===== src/rtl/mixer_symbol_sequencer.sv =====
// Frames FIFO-buffered ternary symbols as preamble + data + guard and
// drives the carrier mixer select/enable, holding each symbol for sps clocks.
module mixer_symbol_sequencer #(
  parameter int PRE_LEN    = 8,
  parameter int GUARD_LEN  = 2,
  parameter int FIFO_DEPTH = 4
) (
  input  logic       clk,
  input  logic       reset,
  input  logic       start,
  input  logic [7:0] frame_len,
  input  logic [7:0] sps,
  input  logic [1:0] sym_in,
  input  logic       sym_valid,
  output logic       sym_ready,
  output logic       mix_en,
  output logic [1:0] mix_din,
  output logic       sym_tick,
  output logic       busy,
  output logic       done,
  output logic       underrun,
  output logic       sym_err
);

  localparam int AW = (FIFO_DEPTH > 1) ? $clog2(FIFO_DEPTH) : 1;
  localparam int CW = AW + 1;
  localparam logic [CW-1:0] FULL_CNT = CW'(FIFO_DEPTH);
  localparam logic [7:0] PRE_LAST = 8'(PRE_LEN - 1);
  localparam logic [7:0] GRD_LAST = 8'((GUARD_LEN > 0) ? GUARD_LEN - 1 : 0);

  localparam logic [1:0] S_IDLE  = 2'd0;
  localparam logic [1:0] S_PRE   = 2'd1;
  localparam logic [1:0] S_DATA  = 2'd2;
  localparam logic [1:0] S_GUARD = 2'd3;

  logic [1:0] state;
  logic [7:0] clk_cnt;
  logic [7:0] sym_cnt;
  logic [7:0] len_q;
  logic [7:0] sps_q;
  logic       fin;

  logic [1:0]    mem [FIFO_DEPTH];
  logic [AW-1:0] wr_ptr;
  logic [AW-1:0] rd_ptr;
  logic [CW-1:0] count;
  logic [CW-1:0] count_nxt;

  logic       empty;
  logic [1:0] head;
  logic       push;
  logic       pop;
  logic       slot;
  logic       sym_last;
  logic       phase_last;
  logic       accept;
  logic       reject;

  logic       nx_en;
  logic [1:0] nx_din;
  logic       nx_tick;
  logic       nx_busy;
  logic       nx_und;
  logic       nx_err;

  assign empty     = (count == '0);
  assign head      = mem[rd_ptr];
  assign push      = sym_valid & sym_ready;
  assign slot      = (state == S_DATA) && (clk_cnt == 8'd0);
  assign pop       = slot & ~empty;
  assign count_nxt = count + CW'(push) - CW'(pop);
  assign sym_last  = (clk_cnt == sps_q - 8'd1);
  assign accept    = start && (state == S_IDLE) &&
                     (frame_len != 8'd0) && (sps != 8'd0);
  assign reject    = start && (state == S_IDLE) &&
                     ((frame_len == 8'd0) || (sps == 8'd0));

  always_comb begin
    phase_last = 1'b0;
    case (state)
      S_PRE:   phase_last = (sym_cnt == PRE_LAST);
      S_DATA:  phase_last = (sym_cnt == len_q - 8'd1);
      S_GUARD: phase_last = (sym_cnt == GRD_LAST);
      default: phase_last = 1'b0;
    endcase
  end

  // What the mixer sees on the next clock; select 2'b10 is never produced.
  always_comb begin
    nx_en   = 1'b0;
    nx_din  = 2'b00;
    nx_tick = 1'b0;
    nx_busy = 1'b0;
    nx_und  = underrun;
    nx_err  = sym_err;
    if (state != S_IDLE) begin
      nx_en   = 1'b1;
      nx_busy = 1'b1;
      nx_tick = (clk_cnt == 8'd0);
    end
    case (state)
      S_PRE: nx_din = sym_cnt[0] ? 2'b11 : 2'b01;
      S_DATA: begin
        if (slot) begin
          if (empty)
            nx_und = 1'b1;
          else if (head == 2'b10)
            nx_err = 1'b1;
          else
            nx_din = head;
        end else begin
          nx_din = mix_din;
        end
      end
      default: nx_din = 2'b00;
    endcase
    if (accept) begin
      nx_und = 1'b0;
      nx_err = 1'b0;
    end
  end

  always_ff @(posedge clk or posedge reset) begin
    if (reset) begin
      state   <= S_IDLE;
      clk_cnt <= 8'd0;
      sym_cnt <= 8'd0;
      len_q   <= 8'd0;
      sps_q   <= 8'd0;
      fin     <= 1'b0;
    end else begin
      fin <= 1'b0;
      if (state == S_IDLE) begin
        if (accept) begin
          state   <= S_PRE;
          len_q   <= frame_len;
          sps_q   <= sps;
          clk_cnt <= 8'd0;
          sym_cnt <= 8'd0;
        end
      end else if (!sym_last) begin
        clk_cnt <= clk_cnt + 8'd1;
      end else begin
        clk_cnt <= 8'd0;
        if (!phase_last) begin
          sym_cnt <= sym_cnt + 8'd1;
        end else begin
          sym_cnt <= 8'd0;
          if (state == S_PRE) begin
            state <= S_DATA;
          end else if ((state == S_DATA) && (GUARD_LEN > 0)) begin
            state <= S_GUARD;
          end else begin
            state <= S_IDLE;
            fin   <= 1'b1;
          end
        end
      end
    end
  end

  always_ff @(posedge clk or posedge reset) begin
    if (reset) begin
      mix_en    <= 1'b0;
      mix_din   <= 2'b00;
      sym_tick  <= 1'b0;
      busy      <= 1'b0;
      done      <= 1'b0;
      underrun  <= 1'b0;
      sym_err   <= 1'b0;
      sym_ready <= 1'b1;
    end else begin
      mix_en    <= nx_en;
      mix_din   <= nx_din;
      sym_tick  <= nx_tick;
      busy      <= nx_busy;
      done      <= fin | reject;
      underrun  <= nx_und;
      sym_err   <= nx_err;
      sym_ready <= (count_nxt != FULL_CNT);
    end
  end

  always_ff @(posedge clk or posedge reset) begin
    if (reset) begin
      wr_ptr <= '0;
      rd_ptr <= '0;
      count  <= '0;
    end else begin
      if (push)
        wr_ptr <= wr_ptr + 1'b1;
      if (pop)
        rd_ptr <= rd_ptr + 1'b1;
      count <= count_nxt;
    end
  end

  always_ff @(posedge clk) begin
    if (push)
      mem[wr_ptr] <= sym_in;
  end

endmodule

===== config.mk =====
export PLATFORM = sky130hd
export DESIGN_NAME = mixer_symbol_sequencer
export DESIGN_NICKNAME = d
export VERILOG_FILES = /design/src/rtl/mixer_symbol_sequencer.sv
export SDC_FILE = /design/constraint.sdc
export NUM_CORES = 1
export LEC_CHECK = 0
export ABC_CLOCK_PERIOD_IN_PS = 2660
export CAP_MARGIN = 20
export CORE_MARGIN = 2
export CORE_UTILIZATION = 52
export CTS_CLUSTER_SIZE = 28
export DETAILED_ROUTE_END_ITERATION = 16
export HOLD_SLACK_MARGIN = 0.03
export PLACE_DENSITY_LB_ADDON = 0.2
export SYNTH_ARGS = -nofsm -noshare
export SYNTH_HDL_FRONTEND = slang
export SYNTH_SLANG_ARGS = --single-unit

===== constraint.sdc =====
create_clock -name clk -period 2.66 [get_ports clk]
set_input_delay 0.532 -clock clk [delete_from_list [all_inputs] [get_ports clk]]
set_output_delay 0.532 -clock clk [all_outputs]
set_load 0.02 [all_outputs]

==> results of run 1 <==
[worst max-delay path by stage]
stage	startpoint	to	slack, ns	depth (start not counted)
6_report	len_q[2]	state[1]	0.09	8
5_1_grt	sps_q[0]	sym_cnt[7]	-0.02	9
4_1_cts	sps_q[0]	sym_cnt[3]	0.03	9
3_5_place_dp	sym_valid	sym_ready	0.02	10
3_3_place_gp	sym_valid	sym_ready	0.07	10
2_1_floorplan	state[0]	sym_ready	0.09	14
[flip-flops by register name (all words and copies together) (netlist names), 2 cells and up]
| register | count |
|---|---|
| mem | 8 |
| len_q | 8 |
| sym_cnt | 8 |
| mix_din | 2 |
| sps_q | 8 |
| count | 3 |
| clk_cnt | 8 |
| rd_ptr | 2 |
| state | 2 |
| wr_ptr | 2 |
[layout make-up]
class	count	area, sq um
fill	496	2130
multi-input combinational	222	1750
sequential	58	1490
timing repair buffer	52	465
clock inverter	7	125
clock buffer	9	124
tap	77	96.3
inverter	17	63.8
[logic make-up after synthesis]
group | synth area share
AO/OA/AOI/OAI | 0.103
AND/OR/NAND/NOR | 0.179
XOR/XNOR | 0.0677
adder cells (fa/ha/maj) | 0.0703
multiplexers | 0.0949
buffers and inverters | 0.0348
flip-flops | 0.451
[Yosys cell counts (4+ instances only)]
master,count
nand2_1,22
edfxtp_1,8
and3_1,13
mux2_2,18
a21oi_1,4
nor4_1,6
or3_1,4
a211o_1,5
o21ai_0,4
xnor2_1,15
inv_1,17
nor2_1,21
dfrtp_1,49
a22o_1,6
nand3_1,11
xor2_1,8
ha_1,17
nand2b_1,6
nor3_1,7
mux2i_1,4
clkbuf_1,7
o31ai_1,5
[timing repair]
action / 4_1_cts / 5_1_grt
setup buffers: 0 / 2
resized for setup: 0 / 12
setup endpoints to repair: 0 / 12
[worst max-delay path, cell delays in order, from the launching register on]
cell and delay (ns):
dfrtp_1 0.38, or3_4 0.43, o31ai_4 0.19, a41oi_1 0.14, or3_1 0.33, a311oi_2 0.37, buf_4 0.23, a21oi_2 0.07
mux2_4 0.30
[power by group through the flow]
stage | combinational [mW] | sequential, mW | clock [mW]
final | 1.70 | 1.52 | 1.02
after global routing | 1.90 | 1.57 | 1.07
after CTS | 1.64 | 1.51 | 1.04
after detailed placement | 1.63 | 1.52 | 0
after global placement | 1.57 | 1.51 | 0
after floorplan | 1.17 | 1.50 | 0
[metal layers]
metal	GRT usage	up-vias	wire (um)
li1	-	1212	-
met1	0.257	1217	2920
met2	0.335	36	3250
met3	0.0366	21	173
met4	0.109	0	215
met5	0	-	0
[per-stage QoR]
step,std cells,TNS [ns],total power [mW]
final,442,0,4.23
after global routing,442,-0.0723,4.54
after CTS,440,0,4.19
after detailed placement,424,0,3.15
after global placement,424,0,3.08
after floorplan,308,0,2.66
==> impl_metrics.tcl, run 1 <==
set metrics [dict create \
    status "finished, final reports clean" \
    power_frac_comb 0.401 \
    syn2layout_area_growth_pct 24.4 \
    drtIter0Drc 96 \
    pre_cts_slack_ns 0.0216 \
    setup_viol 0 \
    routabilityCongestion 0.774 \
    synth_edf_count 8 \
    yosys_warnings 0 \
    fmax_mhz 390 \
    power.internal_mw 2.74 \
    ant_nets 0 \
    endpoint_kind "flip-flop" \
    whs_endpoint "done" \
    crit_type "flip-flop to flip-flop" \
    synth.distinct_cells 60 \
    rr_startpoint "len_q[2]" \
    peakVddDrop_uv 626 \
    diodes 0 \
    layout-drive-gt1-share 0.214 \
    grt_pass1_wl_um 11300 \
    ys_seq_area_frac 0.451 \
    synth.top_cell.area_share 0.371 \
    fp.dieH_um 83.8 \
    synthFlopType "dfrtp_1" \
    tightest_slew_ns 0.626 \
    max_cap_viol_count 0 \
    portBuffers 30 \
    switching_share 0.352 \
    power_switching_mw 1.49 \
    cts_hold_buf 0 \
    via_per_inst 5.62 \
    hold_depth 1 \
    die_area_sq_um 7020 \
    overflow 0 \
    fin_area_sq_um 4110 \
    power.share.clock 0.241 \
    cp_max_fo 7 \
    grt_max_degree 51 \
    cts_buffers 9 \
    crit_required_ns 2.90 \
    sequentialPowerShare 0.358 \
    first_global_vias 2461 \
    r2r_cells 8 \
    holdWs_ns 0.461 \
    num_vias 2486 \
    coreArea_sq_um 6240 \
    initial_core_util 0.530 \
    async_flop_share 0.862 \
    routed_wl_um 6560 \
    hp-class "flip-flop to flip-flop" \
    skew_ns 0.0103 \
    nNetsFinal 400 \
    synthCells 308 \
    p_per_area_nw_per_um2 1030 \
    finalCriticalPeriod_ns 2.57 \
    syn-mean-instance-area_sq_um 10.7 \
    final.period_utilization 0.965 \
    final_common_cell "dfrtp_1" \
    synth_nets 348 \
    leakage_nw 1.86 \
    wl_per_cell_um 14.8 \
    path_clk_slew_ns 0.08 \
    clkLatencyLatePin_ns 0.34 \
    syn_area_sq_um 3310 \
    setup_ws_ns 0.0937 \
    rsz0062_at_grt "yes" \
    rr_endpoint "state[1]" \
    rrSetupSlack_ns 0.09 \
    final_util 0.659 \
    synth_seq_cells 58 \
    die_x_um 83.8 \
    grt_antenna_before_repair 0 \
    slew_headroom 0.583 \
    drtPass1Iterations 4 \
    cts_sinks 58 \
    synth_area_leader_cell "dfrtp_1" \
    cts_buffer_depth 2 \
    io-pin-count 31 \
    gr-usage-all-layers 0.204 \
    min_from "fin" \
    final_cell_mix "49 x dfrtp_1, 30 x clkdlybuf4s50_1, 22 x nand2_1, 22 x buf_4" \
    arrival_ns 2.80 \
    cts_max_level 3 \
    cts_tree "yes" \
    crit_path_start_kind "flip-flop" \
    synth.area.top_cells "dfrtp_1 37%, edfxtp_1 7.3%, ha_1 6.4%" \
    root_buffer "clkbuf_8" \
    finalHoldViolCount 0 \
    rows 29 \
    dp_hpwl_um 4840 \
    slew_violations 0 \
    dpl_cell_area_sq_um 3800 \
    post-route-drc-count 0 \
]
Note: power is estimated with default switching activity, not from simulation.
==> run 2: changes to the inputs <==
GPL_TIMING_DRIVEN = 0   (was unset)
SETUP_SLACK_MARGIN = 0.3   (was unset)
==> run 2 against run 1 <==
Final cell count is 4.5% higher. Count of clock-buffer cells in the layout stayed put. Highest routed layer unchanged. Clock power is 9% lower.
==> impl_metrics.tcl, run 2 (synthesis results as in run 1) <==
set metrics [dict create \
    multi_input_area_sq_um 1900 \
    grt_pass1_wl_um 11900 \
    fp.dieH_um 83.8 \
    final.period_utilization 0.944 \
    instances_no_fill 462 \
    clkLatencyLatePin_ns 0.35 \
    slew_violations 0 \
    post-route-drc-count 0 \
    arrival_ns 2.75 \
    cp_max_fo 6 \
    ant_nets 0 \
    leakage_nw 1.96 \
    rows 29 \
    cts_hold_buf 0 \
    cts_buffers 9 \
    power_frac_comb 0.444 \
    slew_headroom 0.676 \
    switching_share 0.373 \
    fin_area_sq_um 4430 \
    crit_path_start_kind "flip-flop" \
    p_per_area_nw_per_um2 1000 \
    wl_per_cell_um 15.9 \
    cts_max_level 3 \
    cts_buffer_depth 2 \
    routabilityCongestion 0.777 \
    path_clk_slew_ns 0.08 \
    root_buffer "clkbuf_8" \
    seqCellArea_sq_um 1500 \
    peakVddDrop_uv 629 \
    final_util 0.709 \
    nNetsFinal 420 \
    gr-usage-all-layers 0.215 \
    portBuffers 30 \
    status "finished, final reports clean" \
    diodes 0 \
    overflow 0 \
    setup_viol 0 \
    dpl_cell_area_sq_um 3790 \
    syn2layout_area_growth_pct 33.8 \
    io-pin-count 31 \
    grt_antenna_before_repair 0 \
    first_global_vias 2559 \
    nFillCells 450 \
    drtPass1Iterations 4 \
    power_switching_mw 1.65 \
    via_per_inst 5.62 \
    num_vias 2596 \
    power.share.clock 0.210 \
    endpoint_kind "flip-flop" \
    placed_cells 416 \
    fmax_mhz 398 \
    drtIter0Drc 85 \
    sequentialPowerShare 0.347 \
    finalCriticalPeriod_ns 2.51 \
    crit_type "flip-flop to flip-flop" \
    skew_ns 0.0105 \
    finalHoldViolCount 0 \
    initial_core_util 0.530 \
    hp-class "primary input to asynchronous set/reset pin" \
    cts_sinks 58 \
    coreArea_sq_um 6240 \
    final_cell_mix "45 x dfrtp_1, 30 x clkdlybuf4s50_1, 28 x buf_4" \
    cts_tree "yes" \
    die_x_um 83.8 \
    layout-drive-gt1-share 0.332 \
    rsz0062_at_grt "yes" \
    routed_wl_um 7330 \
    grt_max_degree 43 \
    dp_hpwl_um 4820 \
    max_cap_viol_count 0 \
    crit_required_ns 2.90 \
    tightest_slew_ns 0.482 \
    power.internal_mw 2.78 \
    final_common_cell "dfrtp_1" \
    die_area_sq_um 7020 \
]
-- run 2: cell types whose count changed in the layout (fill, tap and decap cells not counted), moves of 4 or more --
cell / before / now
dfrtp_2: 0 / 4
or3_1: 4 / 0
dfrtp_1: 49 / 45
buf_4: 22 / 28
buf_6: 0 / 4
or3_4: 1 / 5
-- run 2: path summary, 6_finish.rpt --
path	startpoint	endpoint	slack, ns	cells after the start
worst min register to register	fin	done	0.46	1
min in group clk	fin	done	0.46	1
worst min-delay path	reset	sps_q[0]	0.42	2
worst max-delay path	len_q[3]	state[0]	0.15	8
worst max register to register	len_q[3]	state[0]	0.15	8
max in group asynchronous	reset	sym_ready	1.71	3
-- run 2: what timing repair did --
item	4_1_cts	5_1_grt
gates resized for setup	28	24
endpoints found under the setup margin	34	33
gates cloned	1	1
buffers inserted	17	11
pin swaps	16	14
-- run 2: power by group through the flow --
| stage | clock network [mW] | logic [mW] | registers [mW] |
|---|---|---|---|
| final | 0.930 | 1.97 | 1.54 |
| after global routing | 0.989 | 2.18 | 1.58 |
| after CTS | 0.946 | 1.82 | 1.52 |
| after detailed placement | 0 | 1.52 | 1.59 |
| after global placement | 0 | 1.47 | 1.57 |
| after floorplan | 0 | 1.22 | 1.51 |
-- run 2: area by class of cell --
cell class | count | area share
Multi-Input combinational cell | 222 | 0.430
Sequential cell | 58 | 0.338
Timing Repair Buffer | 61 | 0.125
Clock buffer | 9 | 0.0280
Clock inverter | 7 | 0.0232
Tap cell | 77 | 0.0218
Buffer | 11 | 0.0192
Inverter | 17 | 0.0144
-- run 2: per-layer routing --
layer / part of all wire / track usage / vias to the layer above / wire length, um
li1: - / - / 1256 / -
met1: 0.44 / 0.281 / 1283 / 3240
met2: 0.50 / 0.345 / 42 / 3670
met3: 0.030 / 0.0475 / 15 / 222
met4: 0.026 / 0.0982 / 0 / 193
met5: 0 / 0 / - / 0
-- run 2: critical path, stage by stage (launching register included) --
cell,delay (ns)
dfrtp_1,0.39
or3_4,0.44
o31ai_4,0.23
a41oi_2,0.14
or3_4,0.35
a311oi_2,0.25
buf_4,0.21
nand2_2,0.07
mux2_1,0.32
-- run 2: metrics by stage --
| step | setup TNS, ns | setup WS [ns] | hold slack [ns] | power (mW) |
|---|---|---|---|---|
| floorplan | 0 | 0.254 | 0.417 | 2.73 |
| global placement | -5.91 | -0.175 | 0.429 | 3.04 |
| detailed placement | -3.38 | -0.193 | 0.432 | 3.10 |
| CTS | 0 | 0.211 | 0.417 | 4.28 |
| global route | 0 | 0.0591 | 0.448 | 4.74 |
| finish | 0 | 0.148 | 0.420 | 4.44 |
==> patch: new RTL, flow settings as in run 2 <==
Set the parameter `FIFO_DEPTH` to 8 (it was 4).
--- a/src/rtl/mixer_symbol_sequencer.sv
+++ b/src/rtl/mixer_symbol_sequencer.sv
@@ -3,7 +3,7 @@
 module mixer_symbol_sequencer #(
   parameter int PRE_LEN    = 8,
   parameter int GUARD_LEN  = 2,
-  parameter int FIFO_DEPTH = 4
+  parameter int FIFO_DEPTH = 8
 ) (
   input  logic       clk,
   input  logic       reset,
Formal check against the unedited RTL: not equivalent (Yosys sat finds a counterexample within 10 cycles, from zero or initial values and one cycle with reset high).
==> patch against run 2 <==
The run now ends with setup timing left; sequential cell count increased by 11; routed wire length grew 17%; synthesized area grew 16%; clock power decreased by 12%; power is 27% higher; worst setup slack lost 0.18 ns; cell area up 18%; sequential power rose by 19%; sequential share of layout area rose by 0.86 points; first-iteration DRC count is 55% higher; count of clock-buffer cells in the layout unchanged; critical path type unchanged.
==> patch: results (changes against run 2) <==
Synthesis
  – Gate Count Post-Synth: 340 (+10%)
  – Mapped cell area: 0.00383 mm² (+16%)
  – Distinct cells, synth: 62 (+3.3%)
  – Synth Net Count: 381 (+9.5%)
  – Adder-Cell Fraction of Synth Area: 6.41% (-0.63 points)
  – EDFF count, synth: 16 (+8)
  – Post-synthesis sequential area ratio: 47.3% (+2.1 points)
  – Async SR Flop Fraction: 76.8% (-9.4 points)

Critical path
  – CP max-delay cell: fa_1
  – Crit path max fanout: 10 (+4)

Finish
  – Fillers: 472 (+4.9%)
  – Post-route cell area: 0.00523 mm² (+18%)
  – Sequential cell area: 0.00182 mm² (+21%)
  – Count of non-CTS inverters in the layout: 22 (+5)
  – Clock-cell share: 3.61% (-1.5 points)
  – Fin nets: 466 (+11%)
  – Multi-input combinational area share: 42.7% (-0.27 points)
  – Seq_cells: 69 (+19%)
  – Buffering overhead: 15.0% (+0.55 points)

Timing
  – Final WS setup: -0.0290 ns (-0.177 ns)
  – Total Neg Setup Slack: -0.0450 ns (-0.0450 ns)
  – Final setup vio count: 3 (+3)
  – Clock skew: 0.00995 ns (-0.000581 ns)

Routing
  – DR iter-0 viols: 132 (+55%)
  – Via density: 5.49 (-2.4%)
  – Via count: 2902 (+12%)

Clock network
  – Post-CTS sizing: 45 (+61%)
  – Post-CTS Setup Bufs: 27 (+10)

Power
  – Net switching power: 2.26 mW (+36%)
  – Total power density per cell area: 1080 mW/mm² (+7.5%)

Placed design
  – Routability Congestion: 0.775 (-0.23%)
  – Post-place setup slack: -0.293 ns (-0.0995 ns)
  – Placed Area: 0.00436 mm² (+15%)
  – Final HPWL DP: 5.48 mm (+14%)

Status
  – Failing checks: setup timing
  – Status: finished with violations

GRT
  – First-pass GRT wire length: 13.8 mm (+15%)
[patch: cell count changes after synthesis, moves of 4 or more]
cell and delta:
a22o_1 -6, inv_1 +5, nor3b_1 +7, nor4_1 +4, o31ai_1 -5, edfxtp_1 +8, a211o_1 -5, a21o_1 +5
and3_1 -7, nor2_1 -6, o21ai_0 +7, or2_2 +4, nand2_1 +5
[patch: path summary, 6_finish.rpt]
path / start / to / slack, ns / cells after the start
setup / recovery: state[0] / sym_ready / -0.03 / 12
hold / removal: reset / sps_q[4] / 0.45 / 2
setup reg to reg: state[0] / sym_ready / -0.03 / 12
hold reg to reg: fin / done / 0.48 / 1
max in group asynchronous: reset / sym_ready / 1.63 / 3
min in group clk: fin / done / 0.48 / 1
[patch: routing by layer]
| layer | part of all wire [%] | GRT usage [%] |
|---|---|---|
| met1 | 45 | 28.1 |
| met2 | 50 | 35.7 |
| met3 | 2.9 | 5.03 |
| met4 | 2.1 | 7.18 |
| met5 | 0 | 0 |
